## src/rtl/uart_tx_fifo.sv

```systemverilog
// Buffered 8N1 UART transmitter: a byte FIFO behind a valid/ready handshake feeding
// an LSB-first serialiser that sends queued frames back-to-back with no idle gap.
module uart_tx_fifo #(
    parameter int CLK_PER_HALF_BIT = 5208,
    parameter int FIFO_DEPTH_LOG2  = 4
) (
    input  logic                     clk,
    input  logic                     rstn,
    input  logic [7:0]               sdata,
    input  logic                     sdata_valid,
    output logic                     sdata_ready,
    output logic                     txd,
    output logic                     busy,
    output logic [FIFO_DEPTH_LOG2:0] count
);

    localparam int BIT_PERIOD = 2 * CLK_PER_HALF_BIT;
    localparam int CW         = (BIT_PERIOD > 2) ? $clog2(BIT_PERIOD) : 1;
    localparam int DEPTH      = 1 << FIFO_DEPTH_LOG2;

    localparam logic [CW-1:0]              CTR_LAST   = CW'(BIT_PERIOD - 1);
    localparam logic [FIFO_DEPTH_LOG2:0]   COUNT_FULL = (FIFO_DEPTH_LOG2 + 1)'(DEPTH);

    localparam logic [1:0] S_IDLE  = 2'd0;
    localparam logic [1:0] S_START = 2'd1;
    localparam logic [1:0] S_DATA  = 2'd2;
    localparam logic [1:0] S_STOP  = 2'd3;

    logic [7:0]                 mem [DEPTH];
    logic [FIFO_DEPTH_LOG2-1:0] wptr;
    logic [FIFO_DEPTH_LOG2-1:0] rptr;
    logic [1:0]                 state;
    logic [CW-1:0]              ctr;
    logic [2:0]                 bitidx;
    logic [7:0]                 sh;
    logic                       ctr_last;
    logic                       push;
    logic                       pop;

    // Ready and busy depend only on registered state, so a same-cycle pop never raises ready.
    assign sdata_ready = (count != COUNT_FULL);
    assign busy        = (state != S_IDLE) || (count != '0);
    assign ctr_last    = (ctr == CTR_LAST);
    assign push        = sdata_valid && sdata_ready;
    assign pop         = (count != '0) &&
                         ((state == S_IDLE) || ((state == S_STOP) && ctr_last));

    always_ff @(posedge clk) begin
        if (push) begin
            mem[wptr] <= sdata;
        end
    end

    always_ff @(posedge clk) begin
        if (!rstn) begin
            wptr   <= '0;
            rptr   <= '0;
            count  <= '0;
            state  <= S_IDLE;
            ctr    <= '0;
            bitidx <= '0;
            sh     <= '0;
            txd    <= 1'b1;
        end else begin
            if (push) begin
                wptr <= wptr + 1'b1;
            end
            if (pop) begin
                rptr <= rptr + 1'b1;
            end
            case ({push, pop})
                2'b10:   count <= count + 1'b1;
                2'b01:   count <= count - 1'b1;
                default: ;
            endcase

            // The line level trails the state by one clock, so every level lasts a full bit period.
            case (state)
                S_START: txd <= 1'b0;
                S_DATA:  txd <= sh[0];
                default: txd <= 1'b1;
            endcase

            case (state)
                S_IDLE: begin
                    if (pop) begin
                        sh    <= mem[rptr];
                        ctr   <= '0;
                        state <= S_START;
                    end
                end
                S_START: begin
                    if (ctr_last) begin
                        ctr    <= '0;
                        bitidx <= '0;
                        state  <= S_DATA;
                    end else begin
                        ctr <= ctr + 1'b1;
                    end
                end
                S_DATA: begin
                    if (ctr_last) begin
                        sh  <= sh >> 1;
                        ctr <= '0;
                        if (bitidx == 3'd7) begin
                            state <= S_STOP;
                        end else begin
                            bitidx <= bitidx + 1'b1;
                        end
                    end else begin
                        ctr <= ctr + 1'b1;
                    end
                end
                default: begin
                    if (ctr_last) begin
                        ctr <= '0;
                        if (pop) begin
                            sh    <= mem[rptr];
                            state <= S_START;
                        end else begin
                            state <= S_IDLE;
                        end
                    end else begin
                        ctr <= ctr + 1'b1;
                    end
                end
            endcase
        end
    end

endmodule

```

## config.mk

```make
export PLATFORM = sky130hd
export DESIGN_NAME = uart_tx_fifo
export DESIGN_NICKNAME = d
export VERILOG_FILES = /design/src/rtl/uart_tx_fifo.sv
export SDC_FILE = /design/constraint.sdc
export NUM_CORES = 1
export LEC_CHECK = 0
export ABC_AREA = 1
export BUFFER_PORTS_ARGS = -buffer_cell sky130_fd_sc_hd__buf_2
export CORE_MARGIN = 1
export CORE_UTILIZATION = 60
export DETAILED_ROUTE_END_ITERATION = 6
export PLACE_DENSITY = 0.77
export REMOVE_ABC_BUFFERS = 1
export SLEW_MARGIN = 30
export SYNTH_ARGS = -nofsm -noshare
export SYNTH_HDL_FRONTEND = slang
export SYNTH_SLANG_ARGS = --single-unit
```

## constraint.sdc

```tcl
create_clock -name clk -period 2.8 [get_ports clk]
set_clock_uncertainty 0.1 [all_clocks]
set_input_delay 0.42 -clock clk [delete_from_list [all_inputs] [get_ports clk]]
set_output_delay 0.42 -clock clk [all_outputs]
set_load 0.02 [all_outputs]
```

==> qor.csv, run 1 <==
stage;metric;value;unit
status;run_status;finished with violations;
status;violations;DRC;
global_route;overall_global_routing_resource_usage;27.50;%
setup_path;ff_to_ff_start;state[1];
timing;finalMaxSlewViolations;0;
global_route;global_route.usage.met1;36.53;%
detailed_routing;drt.antenna.violating_nets;0;
timing;fin_crit_sh;93.81;%
floorplanning;dieArea;0.01265;mm2
global_route;top_usage_layer;met2;
detailed_routing;post_drt_via_cell_ratio;6.095;
setup_path;critical_path.cell_chain;inv_1 > ha_1 > or2_2 > nand2_1 > inv_1 > nand2_4 > inv_1 > ha_4 > ha_1 > inv_1 > nor2_1 > nand2_1 > nand3_1 > nand2_1 > nor2_1 > nor2_1;
cells_and_area;antenna_cells;0;
placed_design;preCtsSetupSlack;0.1304;ns
timing;finalHoldViolCount;0;
floorplanning;design.core.area;0.01166;mm2
cells_and_area;share_of_layout_cells_above_drive_strength_1;12.82;%
timing;grt_setup_unrepaired;no;
detailed_routing;via_total_after_detailed_routing;5339;
timing;slew_worst_pin;0.7652;ns
worst_hold_path;timing.hold.worst.start;sdata[1];
timing;final_period_minus_worst_setup_slack;2.627;ns
cells_and_area;most_common_cell_after_layout_fill_and_taps_aside;sky130_fd_sc_hd__nor2_1;
setup_path;critical_path.max_fanout;6;
global_route;global_route.overflow_total;0;
floorplanning;row_count;39;
setup_path;arrival;2.84;ns
floorplanning;die-height;112.5;um
placed_design;placed_cells_incl_taps;844;
global_route;grt_first_pass_wirelength;26080;um
global_route;groute.layer.met3.usage;4.320;%
floorplanning;ios;19;
synth;synth-seq-area-share;64.79;%
timing;remaining_max_slew_budget_at_the_tightest_pin;48.93;%
clock_tree;clk_lat_worst_skew;0.42;ns
synth;yosys_register_bits;173;
floorplanning;die-width;112.5;um
global_route;largest_net_degree_at_the_start_of_global_routing;67;
setup_path;regToRegEndpoint;count[4];
placed_design;detailed_place_hpwl;10060;um
cells_and_area;synthToLayoutAreaGrowth;13.55;%
global_route;number_of_global_route_vias_before_repair;5173;
detailed_routing;remaining_drc_errors;1;
timing;max_freq;380.7;MHz
cells_and_area;design.final.nets;746;
setup_path;worst-r2r-setup-slack;0.17;ns
floorplanning;initial_core_util;62.79;%
clock_tree;tritoncts;done;
cells_and_area;design_area_final;0.008315;mm2
detailed_routing;totalWireLength;16260;um
setup_path;crit_path_max_incr_delay;0.36;ns
clock_tree;cts_sinks;173;
timing;finalWorstSetupSlack;0.1732;ns
cells_and_area;final_cell_count_no_fill;876;
synth;ys_types;37;
clock_tree;cts-root-buf;sky130_fd_sc_hd__clkbuf_16;
placed_design;finalWeightedCongestion;0.8484;
power;leakage_power;0.002944;uW
setup_path;reg2reg_depth;16;
setup_path;critPathRequiredTime;3.02;ns
cells_and_area;leading_cell_types_in_the_layout_fill_and_taps_excluded;145 x sky130_fd_sc_hd__nor2_1, 128 x sky130_fd_sc_hd__edfxtp_1, 78 x sky130_fd_sc_hd__o21ai_0, 60 x sky130_fd_sc_hd__nand2_1, 41 x sky130_fd_sc_hd__dfxtp_1;
global_route;gr-usage-met2;45.59;%
setup_path;kind_of_start_point_of_the_critical_path;flip-flop;
setup_path;critical_path_class;reg -> reg;
cells_and_area;area_taken_by_multi_input_logic_gates;0.002323;mm2
detailed_routing;initialDrtViolationCount;624;
clock_tree;tritoncts.num_buffers;17;
clock_tree;path_clk_slew;0.06;ns
clock_tree;cts_htree_levels;4;
detailed_routing;detailedRoute.firstPassIterationCount;7;
placed_design;port_buffers;18;
power;power.ir.vdd_worst;0.0007395;V
timing;finalSetupViolCount;0;
global_route;grt_antenna_before_repair;0;
power;powerDensity;909.2;mW/mm2
cells_and_area;fillCellCount;799;
synth;syn_avg_cell_area;10.66;um2
worst_hold_path;hp-class;in -> reg;
synth;syn_inst;687;
setup_path;crit_path_end_kind;flip-flop;
synth;synth.cell_area;0.007323;mm2
clock_tree;cts_post_setup_buffers_inserted;0;
timing;setup_total_negative_slack;0;ns
flow_run;maxCapViolations;0;
clock_tree;cts_buffer_depth;2;
setup_path;cpMaxStageDelayCell;sky130_fd_sc_hd__dfxtp_1;
detailed_routing;route.detailed.wl_per_inst;18.57;um
cells_and_area;seq_area;0.004750;mm2
setup_path;crit_path_end;count[4];
setup_path;crit_path_start;state[1];
setup_path;cp_common_cell;sky130_fd_sc_hd__inv_1;
synth;yosys_warnings;0;
placed_design;placed_cell_area;0.007670;mm2
==> through the flow <==
step / util [%] / hold WS, ns / power (uW)
after floorplan: - / 0.3394 / 4408
after global placement: 65.77 / 0.3546 / 4955
after detailed placement: 65.77 / 0.3555 / 5053
after CTS: 71.08 / 0.2790 / 7505
after global routing: 71.30 / 0.2977 / 7934
final: 71.30 / 0.2931 / 7561
==> power breakdown <==
| part | switching (uW) | internal, uW |
|---|---|---|
| combinational | 1380 | 658 |
| clock | 970 | 1500 |
| sequential | 122 | 2930 |
| total | 2480 | 5090 |
==> how the worst min path moves through the flow <==
stage | endpoint | slack (ns) | cells past startpoint
after floorplan | txd | 0.34 | 2
after global placement | sh[4] | 0.35 | 2
after detailed placement | sh[0] | 0.36 | 2
after CTS | txd | 0.28 | 2
after global routing | mem[11][7] | 0.30 | 1
final | mem[13][1] | 0.29 | 1
==> critical path, delay by kind of cell, from the launching register on <==
family        cells  cell delay, ns
buf+inv           4            0.37
simple gates      9            0.96
flops             1            0.36
fa+ha+maj         3            0.70
==> sequential cells by signal, summed over array words and instances (netlist names), named ones only <==
register / count
txd: 1
count: 5
ctr: 14
state: 2
sh: 8
mem: 128
rptr: 4
bitidx: 3
wptr: 4
==> logic make-up (layout without fill, tap and decap cells) <==
| group | Yosys count | after routing | share of synthesized area [%] |
|---|---|---|---|
| flops | 173 | 173 | 64.79 |
| buf+inv | 70 | 116 | 3.793 |
| fa+ha+maj | 15 | 15 | 2.563 |
| compound gates | 165 | 165 | 13.39 |
| simple gates | 257 | 257 | 14.63 |
| xor+xnor | 7 | 7 | 0.8372 |
==> synthesized netlist by cell type <==
cell type / number / area share, %
sky130_fd_sc_hd__nor2_1: 145 / 7.4
sky130_fd_sc_hd__edfxtp_1: 128 / 52
sky130_fd_sc_hd__o21ai_0: 78 / 5.3
sky130_fd_sc_hd__nand2_1: 60 / 3.1
sky130_fd_sc_hd__dfxtp_1: 45 / 12
sky130_fd_sc_hd__inv_1: 36 / 1.8
sky130_fd_sc_hd__nand3_1: 33 / 2.3
sky130_fd_sc_hd__o211ai_1: 33 / 3.4
sky130_fd_sc_hd__a21oi_1: 32 / 2.2
sky130_fd_sc_hd__clkbuf_1: 15 / 0.77
sky130_fd_sc_hd__ha_1: 15 / 2.6
sky130_fd_sc_hd__buf_2: 12 / 0.82
sky130_fd_sc_hd__o221ai_1: 8 / 0.96
sky130_fd_sc_hd__xor2_1: 6 / 0.72
sky130_fd_sc_hd__inv_2: 5 / 0.26
sky130_fd_sc_hd__nand4_1: 4 / 0.34
sky130_fd_sc_hd__nor3_1: 4 / 0.27
sky130_fd_sc_hd__o21a_1: 3 / 0.31
sky130_fd_sc_hd__a211oi_1: 2 / 0.20
sky130_fd_sc_hd__buf_1: 2 / 0.10
sky130_fd_sc_hd__nand2_4: 2 / 0.31
sky130_fd_sc_hd__nand3_2: 2 / 0.27
sky130_fd_sc_hd__o21ai_1: 2 / 0.14
sky130_fd_sc_hd__o22ai_1: 2 / 0.17
sky130_fd_sc_hd__a21oi_4: 1 / 0.22
sky130_fd_sc_hd__a221oi_1: 1 / 0.12
sky130_fd_sc_hd__a31o_2: 1 / 0.12
sky130_fd_sc_hd__nand2_2: 1 / 0.085
sky130_fd_sc_hd__nor2_2: 1 / 0.085
sky130_fd_sc_hd__nor3_2: 1 / 0.14
sky130_fd_sc_hd__nor3b_1: 1 / 0.10
sky130_fd_sc_hd__nor4_1: 1 / 0.085
sky130_fd_sc_hd__o2111ai_1: 1 / 0.12
sky130_fd_sc_hd__o211a_1: 1 / 0.14
sky130_fd_sc_hd__or2_1: 1 / 0.085
sky130_fd_sc_hd__or2_2: 1 / 0.085
sky130_fd_sc_hd__xnor2_1: 1 / 0.12
==> metal layers <==
layer / share of wire (%) / vias to the layer above
met3: 6.4 / 30
met2: 49 / 225
met5: 0 / -
li1: - / 2496
met4: 2.0 / 0
met1: 42 / 2588
==> repair_timing <==
item                                    CTS  global route
endpoints found under the setup margin    0             2
hold buffers                              0             0
gates resized for setup                   0             7
endpoints found under the hold margin     0             0
==> layout make-up <==
cell class              instances  area share, %
clock buffers                  18          5.161
clock inverters                14          2.287
well taps                     143          2.152
multi-input cells             444          27.94
repair buffers                 43          3.491
inverters                      41          1.851
flip-flops and latches        173          57.12
No activity file was read; power rests on OpenSTA's default activity.
==> run 2: changes to the inputs <==
--- a/config.mk
+++ b/config.mk
@@ -7,10 +7,12 @@
 export LEC_CHECK = 0
 export ABC_AREA = 1
 export BUFFER_PORTS_ARGS = -buffer_cell sky130_fd_sc_hd__buf_2
+export CELL_PAD_IN_SITES_DETAIL_PLACEMENT = 0
+export CELL_PAD_IN_SITES_GLOBAL_PLACEMENT = 2
 export CORE_MARGIN = 1
-export CORE_UTILIZATION = 60
+export CORE_UTILIZATION = 42
 export DETAILED_ROUTE_END_ITERATION = 6
-export PLACE_DENSITY = 0.77
+export PLACE_DENSITY_LB_ADDON = 0.1
 export REMOVE_ABC_BUFFERS = 1
 export SLEW_MARGIN = 30
 export SYNTH_ARGS = -nofsm -noshare
==> run 2 against run 1 <==
Effect of this change: maximum frequency grew 3.3%; count of clock-buffer cells in the layout decreased by 1; the run now ends clean; non-clock buffer count grew 4; critical endpoint unchanged; die area rose by 42%.
==> qor.csv, run 2 (synthesized netlist as in run 1, its figures left out) <==
stage;metric;value;unit;change
status;run_status;finished, final reports clean;;
cells_and_area;largest_reg_flops;128;;unchanged
detailed_routing;post_drt_via_cell_ratio;5.283;;-13%
cells_and_area;largest_registers;mem (128), ctr (14), sh (8);;
floorplanning;die-height;134.0;um;+19%
clock_tree;tritoncts;done;;
cells_and_area;design.final.nets;750;;+0.54%
global_route;largest_net_degree_at_the_start_of_global_routing;67;;unchanged
timing;fin_hold_ws;0.3075;ns;+0.01440 ns
setup_path;critPathRequiredTime;3.02;ns;about the same
floorplanning;die-width;134.0;um;+19%
timing;remaining_max_slew_budget_at_the_tightest_pin;48.84;%;-0.094 points
placed_design;port_buffers;18;;unchanged
timing;finalHoldViolCount;0;;unchanged
setup_path;worst-r2r-setup-slack;0.26;ns;+0.08 ns
clock_tree;clk_lat_worst_skew;0.42;ns;about the same
timing;setup_total_negative_slack;0;ns;unchanged
detailed_routing;totalWireLength;16860;um;+3.7%
floorplanning;ios;19;;unchanged
setup_path;critPathBufInv;2;;-2
floorplanning;initial_core_util;43.54;%;-19 points
timing;fin_crit_sh;90.82;%;-3.0 points
setup_path;critical_path.max_fanout;8;;+2
global_route;grt_first_pass_wirelength;26510;um;+1.7%
timing;grt_setup_unrepaired;no;;
power;leakage_power;0.002952;uW;+0.26%
global_route;grt_antenna_before_repair;0;;unchanged
floorplanning;design.core.area;0.01682;mm2;+44%
detailed_routing;initialDrtViolationCount;372;;-40%
worst_hold_path;timing.hold.worst.start;sdata[7];;
setup_path;critical_path_class;reg -> reg;;
cells_and_area;share_of_layout_cells_above_drive_strength_1;13.03;%;+0.20 points
cells_and_area;largest_register_by_flop_count;mem;;
global_route;overall_global_routing_resource_usage;19.84;%;-7.7 points
placed_design;detailed_place_hpwl;10860;um;+8.0%
detailed_routing;drt.antenna.violating_nets;0;;unchanged
cells_and_area;design_area_final;0.008392;mm2;+0.92%
worst_hold_path;hp-class;in -> reg;;
timing;max_freq;393.3;MHz;+3.3%
cells_and_area;most_common_cell_after_layout_fill_and_taps_aside;sky130_fd_sc_hd__nor2_1;;
setup_path;critical_path.cell_chain;ha_1 > nand3_2 > nor2_2 > nand2_2 > nand2_4 > nand2_4 > inv_1 > ha_2 > xor2_2 > ha_1 > inv_1 > nand2_1 > nand2_1 > nand3_1 > nand2_1 > nor2_1 > nor2_1;;
cells_and_area;antenna_cells;0;;unchanged
setup_path;cp_common_cell;sky130_fd_sc_hd__nand2_1;;
timing;finalSetupViolCount;0;;unchanged
cells_and_area;fillCellCount;1549;;+94%
placed_design;placed_cell_area;0.007809;mm2;+1.8%
timing;slew_worst_pin;0.7666;ns;+0.001400 ns
cells_and_area;leading_cell_types_in_the_layout_fill_and_taps_excluded;145 x sky130_fd_sc_hd__nor2_1, 128 x sky130_fd_sc_hd__edfxtp_1, 78 x sky130_fd_sc_hd__o21ai_0, 60 x sky130_fd_sc_hd__nand2_1, 44 x sky130_fd_sc_hd__dfxtp_1;;
flow_run;maxCapViolations;0;;unchanged
placed_design;placed_cells_incl_taps;925;;+9.6%
setup_path;crit_path_max_incr_delay;0.40;ns;+0.04 ns
setup_path;crit_path_end_kind;flip-flop;;
setup_path;crit_path_start;ctr[0];;
setup_path;cpLargestDelayFamily;simple AND/OR/NAND/NOR gates;;
global_route;number_of_global_route_vias_before_repair;4823;;-6.8%
timing;final_period_minus_worst_setup_slack;2.543;ns;-0.08397 ns
clock_tree;hold_buffers;0;;unchanged
detailed_routing;remaining_drc_errors;0;;-1
setup_path;kind_of_start_point_of_the_critical_path;flip-flop;;
timing;finalMaxSlewViolations;0;;unchanged
cells_and_area;final_cell_count_no_fill;957;;+9.2%
setup_path;cpMaxStageDelayCell;sky130_fd_sc_hd__dfxtp_1;;
clock_tree;cts_buffer_depth;2;;unchanged
placed_design;finalWeightedCongestion;0.8306;;-2.1%
floorplanning;dieArea;0.01797;mm2;+42%
detailed_routing;detailedRoute.firstPassIterationCount;6;;-1
setup_path;arrival;2.76;ns;-0.08 ns
power;powerDensity;870.6;mW/mm2;-4.3%
clock_tree;cts_sinks;173;;unchanged
clock_tree;cts_htree_levels;4;;unchanged
global_route;global_route.overflow_total;0;;unchanged
clock_tree;cts-root-buf;sky130_fd_sc_hd__clkbuf_16;;
floorplanning;row_count;47;;+21%
setup_path;ff_to_ff_start;ctr[0];;
clock_tree;tritoncts.num_buffers;17;;unchanged
detailed_routing;via_total_after_detailed_routing;5056;;-5.3%
clock_tree;path_clk_slew;0.06;ns;about the same
cells_and_area;synthToLayoutAreaGrowth;14.59;%;
power;power.ir.vdd_worst;0.0004252;V;-42%
detailed_routing;route.detailed.wl_per_inst;17.62;um;-5.1%
run 2: worst paths after layout:
path	to	cells past startpoint
worst max register to register	count[4]	17
worst max-delay path	count[4]	17
worst min register to register	sh[1]	2
worst min-delay path	mem[7][7]	1
run 2: area by class of cell:
class	instances	area [um2]	area share [%]
flip-flops and latches	173	4746	56.55
repair buffers	47	332.8	3.966
well taps	220	275.3	3.280
multi-input cells	444	2311	27.54
clock buffers	17	425.4	5.069
inverters	41	153.9	1.834
clock inverters	15	147.6	1.759
run 2: timing repair:
action,in CTS,in global routing
gates resized for setup,0,2
hold endpoints to repair,0,0
setup endpoints to repair,0,1
buffers inserted,0,0
run 2: through the flow:
| stage | worst slack (ns) | power [uW] | utilization (%) |
|---|---|---|---|
| after detailed placement | 0.2203 | 5090 | 46.43 |
| after CTS | 0.2066 | 7361 | 49.84 |
| after global placement | 0.3049 | 5070 | 46.43 |
| final | 0.2572 | 7306 | 49.90 |
| after floorplan | 0.04416 | 4408 | - |
| after global routing | 0.02669 | 7713 | 49.90 |
run 2: power by group:
part / total, uW / switching (uW) / internal [uW]
registers: 3050 / 124 / 2930
logic: 1980 / 1320 / 655
clock network: 2270 / 967 / 1310
run 2: layer usage:
| metal | vias to the layer above | track usage [%] | wire length, um |
|---|---|---|---|
| met5 | - | 0 | 0 |
| met4 | 0 | 7.366 | 306 |
| met3 | 25 | 3.175 | 613 |
| met2 | 99 | 33.51 | 8230 |
| met1 | 2431 | 25.75 | 7709 |
| li1 | 2501 | - | - |
